File: config.mk
export PLATFORM = sky130hd
export DESIGN_NAME = fetch_ctl
export DESIGN_NICKNAME = d
export VERILOG_FILES = /design/src/rtl/fetch_pkg.sv /design/src/rtl/fetch_watchdog.sv /design/src/rtl/fetch_ctl.sv
export SDC_FILE = /design/constraint.sdc
export NUM_CORES = 1
export LEC_CHECK = 0
export CORE_MARGIN = 10
export CORE_UTILIZATION = 39
export CTS_CLUSTER_DIAMETER = 120
export DETAILED_ROUTE_END_ITERATION = 12
export HOLD_SLACK_MARGIN = 0.06
export PLACE_DENSITY = 0.84
export SYNTH_ARGS = -nofsm -noshare
export SYNTH_HDL_FRONTEND = slang
export SYNTH_SLANG_ARGS = --single-unit
File: constraint.sdc
create_clock -name clk -period 2.1 [get_ports clk]
set_clock_uncertainty 0.05 [all_clocks]
set_input_delay 0.525 -clock clk [delete_from_list [all_inputs] [get_ports clk]]
set_output_delay 0.525 -clock clk [all_outputs]
set_load 0.05 [all_outputs]
File: src/rtl/fetch_pkg.sv
// Shared types and constants for the instruction-fetch sequencer (fetch_ctl)
// and its optional fetch watchdog.
package fetch_pkg;

    typedef enum logic [2:0] {
        ST_IDLE   = 3'd0,
        ST_ADDR   = 3'd1,
        ST_WAIT   = 3'd2,
        ST_ISSUE  = 3'd3,
        ST_UPDATE = 3'd4,
        ST_HALT   = 3'd5,
        ST_FAULT  = 3'd6
    } fetch_state_t;

    localparam int unsigned PC_INC                = 4;
    localparam int unsigned FETCH_TIMEOUT_DEFAULT = 255;

    localparam logic PC_CTL_INC = 1'b0;
    localparam logic PC_CTL_ADD = 1'b1;

    // Branch targets must stay on 4-byte instruction boundaries.
    function automatic logic word_aligned(input logic [1:0] low_bits);
        return low_bits == 2'b00;
    endfunction

endpackage

File: src/rtl/fetch_watchdog.sv
// Counts consecutive cycles spent waiting on instruction memory and flags
// the cycle in which the wait budget is used up.
module fetch_watchdog
    import fetch_pkg::*;
#(
    parameter int unsigned TIMEOUT = FETCH_TIMEOUT_DEFAULT
) (
    input  logic clk,
    input  logic rst,
    input  logic start,
    input  logic clear,
    output logic expired
);

    localparam int unsigned CNT_W = (TIMEOUT > 1) ? $clog2(TIMEOUT) : 1;

    // count holds the number of waiting cycles already completed, so the
    // TIMEOUT-th waiting cycle is the one that sees count == TIMEOUT-1.
    logic [CNT_W-1:0] count;

    assign expired = start && (count == CNT_W'(TIMEOUT - 1));

    always_ff @(posedge clk) begin
        if (rst || clear) begin
            count <= '0;
        end else if (start && !expired) begin
            count <= count + CNT_W'(1);
        end
    end

endmodule

File: src/rtl/fetch_ctl.sv
// Instruction-fetch sequencer: fetches at pc, hands the word to decode, then steps pc.
// Define FETCH_CTL_TIMEOUT_EN to fault when instruction memory never acknowledges.
module fetch_ctl
    import fetch_pkg::*;
#(
    parameter int unsigned ADDR_W = 32
`ifdef FETCH_CTL_TIMEOUT_EN
    ,
    parameter int unsigned FETCH_TIMEOUT = FETCH_TIMEOUT_DEFAULT
`endif
) (
    input  logic              clk,
    input  logic              rst,
    input  logic              run,
    input  logic [ADDR_W-1:0] pc_addr,
    output logic              pc_oe,
    output logic              pc_ctl,
    output logic [ADDR_W-1:0] pc_offset,
    output logic              step_pc,
    output logic              mem_req,
    output logic [ADDR_W-1:0] mem_addr,
    input  logic              mem_ack,
    input  logic [ADDR_W-1:0] mem_rdata,
    output logic [ADDR_W-1:0] ir,
    output logic              ir_valid,
    input  logic              ir_ready,
    input  logic              br_taken,
    input  logic [ADDR_W-1:0] br_offset,
    output logic              halted,
    output logic              fault,
    output fetch_state_t      state
);

    // Handshakes: a transfer happens on a rising edge where both sides are
    // high (mem_req/mem_ack, ir_valid/ir_ready); the initiator holds its
    // request and payload stable until then and drops it the cycle after.

    fetch_state_t state_q, state_d;

    logic              pc_oe_d, pc_ctl_d, step_pc_d, mem_req_d;
    logic              ir_valid_d, halted_d, fault_d;
    logic [ADDR_W-1:0] pc_offset_d, mem_addr_d, ir_d;

    logic ir_handshake;
    logic misaligned;
    logic self_loop;
    logic timeout_hit;

    assign ir_handshake = (state_q == ST_ISSUE) && ir_ready;
    assign misaligned   = br_taken && !word_aligned(br_offset[1:0]);
    // A taken branch of zero would refetch the same word forever.
    assign self_loop    = (pc_ctl == PC_CTL_ADD) && (pc_offset == '0);

`ifdef FETCH_CTL_TIMEOUT_EN
    fetch_watchdog #(
        .TIMEOUT (FETCH_TIMEOUT)
    ) u_watchdog (
        .clk     (clk),
        .rst     (rst),
        .start   (state_q == ST_WAIT),
        .clear   (state_q == ST_ADDR),
        .expired (timeout_hit)
    );
`else
    assign timeout_hit = 1'b0;
`endif

    always_ff @(posedge clk) begin
        if (rst) begin
            state_q   <= ST_IDLE;
            pc_oe     <= 1'b0;
            pc_ctl    <= PC_CTL_INC;
            pc_offset <= '0;
            step_pc   <= 1'b0;
            mem_req   <= 1'b0;
            mem_addr  <= '0;
            ir        <= '0;
            ir_valid  <= 1'b0;
            halted    <= 1'b0;
            fault     <= 1'b0;
        end else begin
            state_q   <= state_d;
            pc_oe     <= pc_oe_d;
            pc_ctl    <= pc_ctl_d;
            pc_offset <= pc_offset_d;
            step_pc   <= step_pc_d;
            mem_req   <= mem_req_d;
            mem_addr  <= mem_addr_d;
            ir        <= ir_d;
            ir_valid  <= ir_valid_d;
            halted    <= halted_d;
            fault     <= fault_d;
        end
    end

    always_comb begin
        state_d = state_q;
        unique case (state_q)
            ST_IDLE:   if (run) state_d = ST_ADDR;
            ST_ADDR:   state_d = ST_WAIT;
            ST_WAIT: begin
                // An ack in the same cycle as the timeout still completes the fetch.
                if (mem_ack)          state_d = ST_ISSUE;
                else if (timeout_hit) state_d = ST_FAULT;
            end
            ST_ISSUE: begin
                if (ir_handshake) state_d = misaligned ? ST_FAULT : ST_UPDATE;
            end
            ST_UPDATE: begin
                if (self_loop) state_d = ST_HALT;
                else if (run)  state_d = ST_ADDR;
                else           state_d = ST_IDLE;
            end
            ST_HALT:   state_d = ST_HALT;
            ST_FAULT:  state_d = ST_FAULT;
            default:   state_d = ST_IDLE;
        endcase
    end

    // Every output is a register whose next value follows the state being entered.
    always_comb begin
        pc_oe_d     = (state_d == ST_ADDR);
        mem_req_d   = (state_d == ST_WAIT);
        ir_valid_d  = (state_d == ST_ISSUE);
        step_pc_d   = (state_d == ST_UPDATE);
        halted_d    = (state_d == ST_HALT);
        fault_d     = (state_d == ST_FAULT);

        mem_addr_d  = mem_addr;
        ir_d        = ir;
        pc_ctl_d    = pc_ctl;
        pc_offset_d = pc_offset;

        if (state_q == ST_ADDR) begin
            mem_addr_d = pc_addr;
        end
        if ((state_q == ST_WAIT) && mem_ack) begin
            ir_d = mem_rdata;
        end
        if (ir_handshake && !misaligned) begin
            if (br_taken) begin
                pc_ctl_d    = PC_CTL_ADD;
                pc_offset_d = br_offset;
            end else begin
                pc_ctl_d    = PC_CTL_INC;
                pc_offset_d = '0;
            end
        end
    end

    assign state = state_q;

endmodule

---- After elaboration in Yosys (flattened, before gate mapping) ----
Cells that the tools add are included.
word-level totals
  bits in registers ....................... 106
  bits of input ports ..................... 102
  word-level logic and storage cells ...... 42
cells by class
  eq/ne operators ......................... 12
  mux-type cells .......................... 9
  reduce and logical (&&, ||, !) cells .... 10
operators by type and width
  cell                                                             number
  32-bit logical NOT                                               1
  32-bit two-way mux                                               1
  3-bit one-hot mux with 7 select lines                            1
  3-bit == test, second input constant                             6
  3-bit by 2-bit == test with 1-bit output, second input constant  4
  3-bit two-way mux                                                4
  3-bit by 1-bit == test with 1-bit output, second input constant  2
  1-bit logical AND                                                5
  3-bit logical NOT                                                1
  1-bit logical NOT                                                2
  2-bit logical NOT                                                1
  1-bit two-way mux                                                2
  2-bit two-way mux                                                1

---- Depth between registers and ports, before layout ----
Gate-level depths: netlist of the first run.
  depth after elaboration ................. 7
  gate-level depth with buffers ........... 7
  mapped depth without buffers ............ 4

---- Worst setup path before layout of the first run ----
OpenSTA, ideal clock, no wires.
  path type ............................... reg2reg
  start point ............................. register state_q[0] (netlist: state[0])
  end point ............................... register mem_addr[10]
  library setup time ...................... 132 ps
  data arrival time ....................... 1673 ps
  setup slack ............................. 245 ps
  cell stages (with the launch flop) ...... 8
  clock period less this slack ............ 1855 ps
  path through ............................ dfxtp_1 > buf_2 > inv_1 > or3_1 > clkbuf_1 > buf_2 > nand2_1 > a21oi_1
between the ends
  cells in the longest elaborated chain, start to end .. 1
RTL lines
  what                                      line              text
  start: declaration                        fetch_ctl.sv:38   fetch_state_t state_q, state_d;
  start signal: assignment                  fetch_ctl.sv:82   state_q <= state_d;
  3-bit by 1-bit == test with 1-bit output  fetch_ctl.sv:134  if (state_q == ST_ADDR) begin
  end signal: assignment                    fetch_ctl.sv:88   mem_addr <= mem_addr_d;
  end: declaration                          fetch_ctl.sv:21   output logic [ADDR_W-1:0] mem_addr,
Every way passes these cells.
A chain may end at the register's enable or synchronous reset.

---- Worst setup path in the final report of the first run ----
  start point ............................. register ir[27]
  end point ............................... output port ir[27]
RTL lines
  what                      line             text
  start: declaration        fetch_ctl.sv:24  output logic [ADDR_W-1:0] ir,
  start signal: assignment  fetch_ctl.sv:89  ir <= ir_d;
No word-level cell between the ends.

==> results of run 1 <==
## sequential cells by signal, summed over array words and instances, names as in the netlist, 3 cells and up
register,cells
ir,32
mem_addr,32
state,3
pc_offset,32
## layer usage
layer  vias to the layer above  track usage [%]  routed length (um)
met3                        17             7.45                1290
met5                         -                0                   0
li1                       1985                -                   -
met1                      1834             18.7                5040
met2                       140             29.1                6480
met4                         0             5.28                 238
## kinds of logic (layout without fill, tap and decap cells)
group	Yosys count	after routing
XOR/XNOR	1	1
multiplexers	1	1
AO/OA/AOI/OAI	104	104
flip-flops	106	106
buffers and inverters	40	239
AND/OR/NAND/NOR	231	231
## metrics by stage
step,worst slack (ns),cells
final,0.259,815
after global routing,0.205,815
after CTS,0.000982,815
after detailed placement,0.0547,799
after global placement,0.0967,799
after floorplan,0.245,483
## layout by cell type (no fill, tap or decap), types with 2 or more instances in the layout
master	n
clkdlybuf4s50_1	100
nor3b_1	2
buf_4	62
o21ai_0	2
nor2b_1	4
nor2_1	3
inv_6	2
and3_1	3
clkbuf_8	11
nand2_1	164
buf_12	6
a21oi_1	99
dlygate4sd2_1	36
dfxtp_1	106
inv_1	2
dlymetal6s2s_1	17
and2_1	4
nand3_1	32
nor4_1	8
## worst paths after layout
kind / from / slack (ns) / end / cells past startpoint
min: ir[26]$_SDFFE_PP0P_ / 0.41 / ir[26]$_SDFFE_PP0P_ / 2
max reg2reg: state[0]$_SDFF_PP0_ / 0.37 / mem_addr[2]$_SDFFE_PP0P_ / 5
min reg2reg: ir[26]$_SDFFE_PP0P_ / 0.41 / ir[26]$_SDFFE_PP0P_ / 2
max: ir[27]$_SDFFE_PP0P_ / 0.26 / ir[27] / 1
## where the power goes
part / internal, mW / switching, mW
Clock: 0.509 / 0.684
Sequential: 2.08 / 0.0376
Combinational: 0.337 / 0.475
Total: 2.92 / 1.20
## area by class of cell
cell class / count / area [um^2]
fillers: 843 / 3550
flip-flops and latches: 106 / 2120
repair buffers: 221 / 2110
multi-input cells: 337 / 1580
well taps: 133 / 166
clock buffers: 12 / 155
clock inverters: 4 / 33.8
inverters: 2 / 7.51
## what timing repair did
action,CTS,global route
gates resized for setup,36,17
setup endpoints to repair,36,17
buffers inserted,0,0
==> impl_metrics.json, run 1 <==
{
  "synth_top_family_by_area": "simple AND/OR/NAND/NOR gates",
  "grt_pass1_vias": 3998,
  "relSlewSlack_pct": 64.2,
  "postSynthAreaPerCell_um2": 8.01,
  "die_x_um": 120,
  "fin_hold_ws_ns": 0.408,
  "synth_compound_area_share_pct": 13.9,
  "p_leak_nw": 2.72,
  "tritoncts": "done",
  "synthArstFlopShare_pct": 0,
  "crit_path_end_kind": "primary output",
  "synth-simple-area-share_pct": 26.2,
  "drive_above_1_share_pct": 12.9,
  "power.total_mw": 4.12,
  "syn_area_um2": 3870,
  "synthTopCellsByArea": "dfxtp_1 55%, nand2_1 16%, a21oi_1 13%, nand3_1 4.1%, clkbuf_1 1.9%",
  "period_needed_ns": 1.84,
  "synth_fp_nets": 585,
  "cts_sinks": 106,
  "grt_pass1_wl_um": 20200,
  "route.detailed.wl_per_inst_um": 16.0,
  "worstPathCellList": "dlygate4sd2_1",
  "synth_xor_area_share_pct": 0.226,
  "io_buffers": 207,
  "area_growth_pct": 59.7,
  "cpPeakStageDelay_ns": 0.56,
  "finalSetupViolations": 0,
  "postRouteAntennaNets": 0,
  "ios": 208,
  "rsz0062_at_grt": "no",
  "startpoint_type": "register",
  "max_freq_mhz": 543,
  "synthTopCellsByCount": "164 x nand2_1, 106 x dfxtp_1, 99 x a21oi_1, 32 x nand3_1, 20 x clkbuf_1",
  "cts-hold-fix-buffers": 0,
  "layout.nets": 779,
  "synth_top_cell_by_area": "dfxtp_1",
  "fin_area_um2": 6180,
  "dpl_cell_area_um2": 5990,
  "worstSetupPathType": "register to primary output",
  "synth-seq-cells": 106,
  "hp-class": "register to register",
  "wl_um": 13100,
  "first_pass_iters": 4,
  "ys.flop_type": "dfxtp_1",
  "synth_mux_area_share_pct": 0.259,
  "arrival_ns": 1.27,
  "place.gp.congestion": 0.725,
  "core_um2": 9730,
  "dieHeight_um": 120,
  "root_buffer": "clkbuf_8",
  "synth_top_area_share_pct": 54.9,
  "drt-initial-drc-count": 257,
  "status": "complete, no violations",
  "critPathMaxFanout": 2,
  "overflow": 0,
  "dieArea_um2": 14300,
  "antenna_found_initial": 0,
  "synth.distinct_cells": 32,
  "post-synth-top-count-cell": "nand2_1",
  "tightest_slew_ns": 0.539,
  "via_count": 3976,
  "p_per_area_nw_per_um2": 667,
  "cap_viol_max_count": 0,
  "critical_path.top_delay_family": "buffers and inverters",
  "ys_seq_area_share_pct": 54.9,
  "ir_drop_v": 0.000388,
  "vias_per_cell": 4.88,
  "clkLatencyLatePin_ns": 0.35,
  "finalCritPeriodShare_pct": 87.7,
  "path_buf_inv": 1,
  "cpMaxStageDelayCell": "dlygate4sd2_1",
  "final_core_util_pct": 63.5,
  "yosys.area_share.adder_pct": 0,
  "drc": 0,
  "setup_tns_ns": 0,
  "grt_util_all_layers_pct": 17.0,
  "hold_viol_final": 0,
  "clkTransAtPathRegs_ns": 0.10,
  "synth_edf_count": 0,
  "slew_violations": 0,
  "syn_inst": 483,
  "cp.required_ns": 1.52,
  "grt_max_degree": 38,
  "cts_buffers": 9,
  "cts_buffer_depth": 2,
  "rows": 36,
  "htreeDepth": 3,
  "antenna_cells": 0,
  "hpwl_um": 9970,
  "ys_warn_count": 0,
  "start_util_pct": 39.8
}
(Power assumes the default switching activity.)
==> run 2: changes to the inputs <==
--- a/config.mk
+++ b/config.mk
@@ -5,10 +5,12 @@
 export SDC_FILE = /design/constraint.sdc
 export NUM_CORES = 1
 export LEC_CHECK = 0
+export CAP_MARGIN = 20
 export CORE_MARGIN = 10
 export CORE_UTILIZATION = 39
 export CTS_CLUSTER_DIAMETER = 120
 export DETAILED_ROUTE_END_ITERATION = 12
+export GPL_TIMING_DRIVEN = 1
 export HOLD_SLACK_MARGIN = 0.06
 export PLACE_DENSITY = 0.84
 export SYNTH_ARGS = -nofsm -noshare
==> results of run 2 <==
The final DEF is identical to that of run 1; final timing and power are the same.
